File: config.mk
export PLATFORM = sky130hd
export DESIGN_NAME = temp_fan_ctrl
export DESIGN_NICKNAME = d
export VERILOG_FILES = /design/src/rtl/temp_fan_ctrl.sv
export SDC_FILE = /design/constraint.sdc
export NUM_CORES = 1
export LEC_CHECK = 0
export BUFFER_PORTS_ARGS = -buffer_cell sky130_fd_sc_hd__buf_2
export CAP_MARGIN = 20
export CORE_ASPECT_RATIO = 0.8
export CORE_MARGIN = 4
export CORE_UTILIZATION = 25
export CTS_CLUSTER_SIZE = 24
export DETAILED_ROUTE_END_ITERATION = 12
export GPL_TIMING_DRIVEN = 0
export HOLD_SLACK_MARGIN = 0.15
export PLACE_DENSITY = 0.52
export SLEW_MARGIN = 40
export SYNTH_ARGS = -nofsm -noshare
export SYNTH_HDL_FRONTEND = slang
export SYNTH_SLANG_ARGS = --single-unit
File: constraint.sdc
create_clock -name clk -period 2.6 [get_ports clk]
set_input_delay 0 -clock clk [delete_from_list [all_inputs] [get_ports clk]]
set_output_delay 0 -clock clk [all_outputs]
set_load 0.01 [all_outputs]
File: src/rtl/temp_fan_ctrl.sv
// temp_fan_ctrl: Avalon-MM slave that polls an ADT7301 temperature sensor
// over SPI (mode 3) and drives a fan enable from a hysteresis thermostat
// with a software override.
//
// Ports:
//   clk, reset              system clock, synchronous active-high reset
//   avs_address/read/write  Avalon-MM slave, word addressed, no waitrequest
//   avs_writedata           write data
//   avs_readdata            registered read data, valid one cycle after read
//   temp_cs_n/sclk/din      SPI outputs to the sensor
//   temp_dout               SPI data from the sensor
//   fan_ctrl                fan enable, 1 = on
//
// Register map: 0 TEMP (RO), 1 CTRL (RW), 2 THRESH (RW), 3 STATUS (RO).
module temp_fan_ctrl #(
    parameter int CLK_DIV     = 25,
    parameter int POLL_CYCLES = 50000000
) (
    input  logic        clk,
    input  logic        reset,
    input  logic [1:0]  avs_address,
    input  logic        avs_read,
    output logic [31:0] avs_readdata,
    input  logic        avs_write,
    input  logic [31:0] avs_writedata,
    output logic        temp_cs_n,
    output logic        temp_sclk,
    output logic        temp_din,
    input  logic        temp_dout,
    output logic        fan_ctrl
);

    localparam int DW = $clog2(CLK_DIV + 1);
    localparam int PW = $clog2(POLL_CYCLES + 1);

    typedef enum logic [1:0] {IDLE, CS_SETUP, SHIFT, CS_HOLD} state_t;

    state_t          state;
    logic [DW-1:0]   div_cnt;
    logic [3:0]      bit_cnt;
    logic [15:0]     shift_reg;
    logic [PW-1:0]   poll_cnt;
    logic [13:0]     temp_val;
    logic            temp_valid;
    logic [7:0]      sample_cnt;
    logic            fan_state;
    logic            eval_pend;

    logic            poll_en;
    logic            fan_force;
    logic            auto_en;
    logic [13:0]     on_th;
    logic [13:0]     off_th;

    logic            div_done;
    logic            busy;

    assign div_done = (div_cnt == DW'(CLK_DIV - 1));
    assign busy     = (state != IDLE);

    // Normal-mode command: the sensor input is never driven high.
    assign temp_din = 1'b0;

    logic unused_bits;
    assign unused_bits = ^{avs_writedata[31:30], avs_writedata[15:14], shift_reg[15:14]};

    // Sequencer, SPI pins, sample capture and thermostat.
    always_ff @(posedge clk) begin
        if (reset) begin
            state      <= IDLE;
            temp_cs_n  <= 1'b1;
            temp_sclk  <= 1'b1;
            div_cnt    <= '0;
            bit_cnt    <= '0;
            shift_reg  <= '0;
            poll_cnt   <= '0;
            temp_val   <= '0;
            temp_valid <= 1'b0;
            sample_cnt <= '0;
            fan_state  <= 1'b1;
            eval_pend  <= 1'b0;
        end else begin
            eval_pend <= 1'b0;

            // Thermostat runs one cycle after a capture; ON wins if the
            // thresholds overlap.
            if (eval_pend && auto_en) begin
                if ($signed(temp_val) >= $signed(on_th))
                    fan_state <= 1'b1;
                else if ($signed(temp_val) <= $signed(off_th))
                    fan_state <= 1'b0;
            end

            case (state)
                IDLE: begin
                    temp_cs_n <= 1'b1;
                    temp_sclk <= 1'b1;
                    div_cnt   <= '0;
                    bit_cnt   <= '0;
                    if (!poll_en) begin
                        poll_cnt <= '0;
                    end else if (poll_cnt == PW'(POLL_CYCLES - 1)) begin
                        poll_cnt  <= '0;
                        temp_cs_n <= 1'b0;
                        state     <= CS_SETUP;
                    end else begin
                        poll_cnt <= poll_cnt + 1'b1;
                    end
                end

                CS_SETUP: begin
                    if (div_done) begin
                        div_cnt   <= '0;
                        temp_sclk <= 1'b0;
                        state     <= SHIFT;
                    end else begin
                        div_cnt <= div_cnt + 1'b1;
                    end
                end

                // Each bit: CLK_DIV cycles low, then CLK_DIV cycles high.
                // Data is captured on the cycle sclk is driven high.
                SHIFT: begin
                    if (!div_done) begin
                        div_cnt <= div_cnt + 1'b1;
                    end else begin
                        div_cnt <= '0;
                        if (!temp_sclk) begin
                            temp_sclk <= 1'b1;
                            shift_reg <= {shift_reg[14:0], temp_dout};
                        end else if (bit_cnt == 4'd15) begin
                            temp_cs_n  <= 1'b1;
                            temp_val   <= shift_reg[13:0];
                            temp_valid <= 1'b1;
                            sample_cnt <= sample_cnt + 1'b1;
                            eval_pend  <= 1'b1;
                            state      <= CS_HOLD;
                        end else begin
                            bit_cnt   <= bit_cnt + 1'b1;
                            temp_sclk <= 1'b0;
                        end
                    end
                end

                CS_HOLD: begin
                    if (div_done) begin
                        div_cnt <= '0;
                        state   <= IDLE;
                    end else begin
                        div_cnt <= div_cnt + 1'b1;
                    end
                end

                default: state <= IDLE;
            endcase
        end
    end

    // Bus registers, read mux and fan output.
    always_ff @(posedge clk) begin
        if (reset) begin
            avs_readdata <= '0;
            poll_en      <= 1'b1;
            fan_force    <= 1'b0;
            auto_en      <= 1'b1;
            on_th        <= 14'h0A00;
            off_th       <= 14'h0780;
            fan_ctrl     <= 1'b1;
        end else begin
            fan_ctrl <= fan_force | (auto_en & fan_state);

            // Read samples pre-write values, so a same-cycle write is
            // visible only on a later read.
            if (avs_read) begin
                case (avs_address)
                    2'd0: avs_readdata <= {temp_valid, 17'b0, temp_val};
                    2'd1: avs_readdata <= {29'b0, auto_en, fan_force, poll_en};
                    2'd2: avs_readdata <= {2'b0, off_th, 2'b0, on_th};
                    default: avs_readdata <= {16'b0, sample_cnt, 6'b0, fan_state, busy};
                endcase
            end

            if (avs_write) begin
                case (avs_address)
                    2'd1: begin
                        poll_en   <= avs_writedata[0];
                        fan_force <= avs_writedata[1];
                        auto_en   <= avs_writedata[2];
                    end
                    2'd2: begin
                        on_th  <= avs_writedata[13:0];
                        off_th <= avs_writedata[29:16];
                    end
                    default: ;
                endcase
            end
        end
    end

endmodule

; ---- After elaboration in Yosys (flattened, before gate mapping)
; Index checks and enable logic that the tools add are counted.
[op_classes]
addsub = 4
magnitude_cmp = 2
eq_ne = 16
mux = 30
bitwise = 5
reduce_logical = 18
[op_table]
columns = operator, count
row1 = $pmux W32 S3, 1
row2 = $mux W26, 2
row3 = $add A26 B1 Y26 const B, 1
row4 = $eq A26 B26 Y1 const B, 1
row5 = $ne A2 B2 Y1 const B, 8
row6 = $ge A14 B14 Y1, 1
row7 = $le A14 B14 Y1, 1
row8 = $mux W2, 7
row9 = $mux W4, 3
row10 = $reduce_and A4 Y1, 3
row11 = $mux W1, 11
row12 = $pmux W5 S2, 1
row13 = $add A8 B1 Y8 const B, 1
row14 = $pmux W2 S4, 1
row15 = $pmux W4 S2, 1
row16 = $reduce_and A7 Y1, 1
row17 = $eq A2 B2 Y1 const B, 3
row18 = $reduce_and A2 Y1, 3
row19 = $reduce_and A3 Y1, 2
row20 = $reduce_bool A2 Y1, 3
row21 = $add A5 B1 Y5 const B, 1
row22 = $eq A5 B5 Y1 const B, 1
row23 = $mux W5, 1
row24 = $add A4 B1 Y4 const B, 1
row25 = 12 further kinds, 16
[totals]
ff_bits = 142
inputBits = 39
output_inout_bits = 36
word_cells = 94

; ---- Depth between registers and ports, before layout
[logic_depth]
word_depth = 5
depth_mapped = 9
mapped_depth_nobuf = 8

; ---- Least setup slack after synthesis
; No wires, ideal clock.
[synth_timing]
path_kind = reg-to-reg
startpoint = register on_th[5]
endpoint = register fan_state
setup_time_ns = 0.135
t_arrival_ns = 1.821
required_time_ns = 2.465
setup_slack_ns = 0.644
stages_incl_launch_ff = 9
path_buffers = 0
period_less_slack_ns = 1.956
path_cell_list = dfxtp_1 inv_1 ha_1 a211o_1 a21oi_1 o211ai_1 a2111oi_2 mux2i_1 o221ai_1
[synth_between]
elab_chain_len = 3
elab_cells_between_ends = 4
cone_classes = 1 x order compare / 1 x mux / 2 x reduce/logical
[synth_rtl]
columns = item, line_no
row1 = "start, declared", 52  ; logic [13:0] on_th;
row2 = "start signal, assigned", 191  ; on_th <= avs_writedata[13:0];
row3 = $ge A14 B14 Y1 (*), 88  ; if ($signed(temp_val) >= $signed(on_th))
row4 = $reduce_bool A2 Y1 (no source line), --
row5 = $reduce_and A2 Y1 (no source line), --
row6 = "end signal, assigned", 80  ; fan_state <= 1'b1;
row7 = "end signal, assigned", 89  ; fan_state <= 1'b1;
row8 = "end signal, assigned", 91  ; fan_state <= 1'b0;
row9 = "end, declared", 46  ; logic fan_state;
; Every way passes the cells marked *; elsewhere a longest branch is shown, timed or not.
; A chain may end at the register's enable or synchronous reset.

; ---- Worst setup path after layout
[layout_timing]
startpoint = register on_th[12]
endpoint = register fan_state
; Same word-level chain as after synthesis.

==> impl_metrics.env <==
export IMPL_status="completed"
export IMPL_mostFrequentLayoutCell="nand2_1"
export IMPL_crit_reg2reg_launch="on_th[12]$_SDFFE_PP0P_"
export IMPL_cp_arrival_ns=2.81
export IMPL_grt_overflow=0
export IMPL_r2r_end="fan_state$_SDFFE_PP1P_"
export IMPL_tightest_slew_ns=0.6969
export IMPL_yosysUniqueCellTypes=63
export IMPL_r2r_slack_ns=0.12
export IMPL_clkLatencyLatePin_ns=0.42
export IMPL_synth_area_leaders="dfxtp_1 42%, a21oi_1 8.5%, nand2_1 8.3%"
export IMPL_core_rowCount=53
export IMPL_grtUsageTotal_pct=13.05
export IMPL_area_growth_pct=25.33
export IMPL_post_cts_buffers=0
export IMPL_mostFrequentLayoutCells="148 x nand2_1, 141 x dfxtp_1, 114 x a21oi_1"
export IMPL_max_cap_viol_count=0
export IMPL_drc=0
export IMPL_drtPass1Iterations=6
export IMPL_drive_above_1_share_pct=14.03
export IMPL_synth_top_cell_area_share_pct=41.99
export IMPL_p_leak_uw=0.003346
export IMPL_die_area_um2=29590
export IMPL_synth_edff_count=0
export IMPL_yosysSeqAreaShare_pct=41.99
export IMPL_htreeDepth=4
export IMPL_core_area_um2=26390
export IMPL_startpoint_type="flip-flop"
export IMPL_n_antenna_cell=0
export IMPL_crit_required_ns=2.93
export IMPL_r2r_cells=8
export IMPL_power_density_nw_per_um2=632.4
export IMPL_drt_iter0_drc=314
export IMPL_hp_class="in2reg"
export IMPL_port_buffers=67
export IMPL_clk_path_buf_depth=2
export IMPL_ys_warn_count=0
export IMPL_clk_pin_slew_ns=0.07
export IMPL_grt_pass1_wl_um=30810
export IMPL_end_kind="flip-flop"
export IMPL_fmax_mhz=402.5
export IMPL_gp_congestion=0.8287
export IMPL_fillers=2868
export IMPL_root_buffer="clkbuf_16"
export IMPL_period_share_pct=95.57
export IMPL_cp_startpoint="on_th[12]$_SDFFE_PP0P_"
export IMPL_finalSetupViolations=0
export IMPL_reg_largest_list="avs_readdata (31), poll_cnt (26)"
export IMPL_synth_largest_area_cell="dfxtp_1"
export IMPL_viasPerCell=4.577
export IMPL_grt_pass1_vias=5744
export IMPL_setup_tns_final_ns=0
export IMPL_antenna_found_initial=0
export IMPL_power_total_uw=5329
export IMPL_nets=1018
export IMPL_die_x_um=191.3
export IMPL_cts_tree="done"
export IMPL_avgSynthCellArea_um2=8.178
export IMPL_vias=6005
export IMPL_ios=75
export IMPL_netlist_area_um2=6723
export IMPL_worstPathMaxFanout=3
export IMPL_rsz0062_at_grt="false"
export IMPL_largest_register_ffs=31
export IMPL_numCtsBuffers=17
export IMPL_netlist_instances=822
export IMPL_endpoint="fan_state$_SDFFE_PP1P_"
export IMPL_slew_viol_final=0
export IMPL_clock_skew_ns=0.01348
export IMPL_clock_sinks=141
export IMPL_grt_max_degree=17
export IMPL_start_util_pct=25.47
export IMPL_post_drt_wl_per_cell_um=14.59
export IMPL_ant_nets=0
export IMPL_ys_async_sr_fraction_pct=0
export IMPL_dieHeight_um=154.7
export IMPL_routed_wl_um=19150
export IMPL_dpl_hpwl_um=14140
export IMPL_timing_slew_headroom_pct=52.95
export IMPL_synth_top_flop_cell="dfxtp_1"
export IMPL_largest_register="avs_readdata"
export IMPL_finalHoldViolations=0
export IMPL_crit_type="reg2reg"
export IMPL_irDropWorstVdd_v=0.0004041
export IMPL_holdPathStages=5
export IMPL_synth_seq_cells=141
export IMPL_min_period_ns=2.485
cell type report:
class / count / area (um2) / share of cell area [%]
multi-input combinational: 599 / 3571 / 42.38
sequential: 141 / 2823 / 33.50
timing repair buffer: 100 / 665.6 / 7.900
tap: 357 / 446.7 / 5.301
clock buffer: 18 / 439.2 / 5.212
buffer: 44 / 188.9 / 2.242
inverter: 39 / 146.4 / 1.737
clock inverter: 14 / 145.1 / 1.723
worst min path at each step:
stage | start | end | slack (ns)
6_report | avs_address[1] | avs_readdata[16]$_SDFFE_PP0P_ | 0.23
5_1_grt | avs_address[1] | avs_readdata[19]$_SDFFE_PP0P_ | 0.25
4_1_cts | avs_address[1] | avs_readdata[16]$_SDFFE_PP0P_ | 0.20
3_5_place_dp | avs_writedata[24] | off_th[8]$_SDFFE_PP1P_ | 0.24
3_3_place_gp | avs_writedata[24] | off_th[8]$_SDFFE_PP1P_ | 0.24
2_1_floorplan | avs_writedata[1] | on_th[1]$_SDFFE_PP0P_ | 0.14
stage by stage:
step                area, um2  utilization, %  hold WS, ns  setup slack (ns)  cells
finish                   8426           31.92       0.2289            0.1153   1312
CTS                      8423           31.91       0.1992            0.1719   1312
global route             8426           31.92       0.2479           0.09903   1312
global placement         7508           28.45       0.2384            0.2265   1247
detailed placement       7508           28.45       0.2414            0.1929   1247
floorplan                6726               -       0.1360            0.6443    823
Yosys cell counts (all sizes together) (11+ instances only):
library cell and count:
buf 12, clkbuf 32, nand4 12, nor2 73, xor2 12, nor3 11
nor2b 23, o21ai 36, dfxtp 141, ha 37, inv 39, nand3 27
a21oi 114, mux2i 11, nand2 149
logic make-up (layout without fill, tap and decap cells):
kind of cell | after synthesis | after routing | synth area share (%)
AND/OR/NAND/NOR | 335 | 335 | 24.34
flip-flops | 141 | 141 | 41.99
multiplexers | 19 | 19 | 3.313
adder cells (fa/ha/maj) | 37 | 37 | 6.886
other | 1 | 2 | 0.05578
buffers and inverters | 83 | 215 | 4.988
XOR/XNOR | 15 | 15 | 1.954
AO/OA/AOI/OAI | 191 | 191 | 16.47
power breakdown:
part           total [uW]  internal [uW]  switching (uW)
Sequential           2270           2220            51.5
Combinational         624            227             398
Clock                2440           1380            1060
metal layers:
layer / part of all wire, % / global-route usage [%]
met5: 0 / 0
met4: 1.2 / 3.692
met3: 4.2 / 2.617
met2: 41 / 18.23
met1: 54 / 20.07
worst max-delay path, cell delays in order, from the launching register on:
cell      delay (ns)
dfxtp_1         0.39
inv_1           0.06
ha_1            0.28
and4_1          0.20
nand3_1         0.21
o311ai_0        0.70
or2_2           0.22
mux2i_1         0.09
o221ai_1        0.23
repair_timing:
item                                    4_1_cts  5_1_grt
hold endpoints to repair                     34        0
hold buffers                                 33        0
endpoints found under the setup margin        0        4
gates resized for setup                       0        1
No activity file was read; power rests on OpenSTA's default activity.
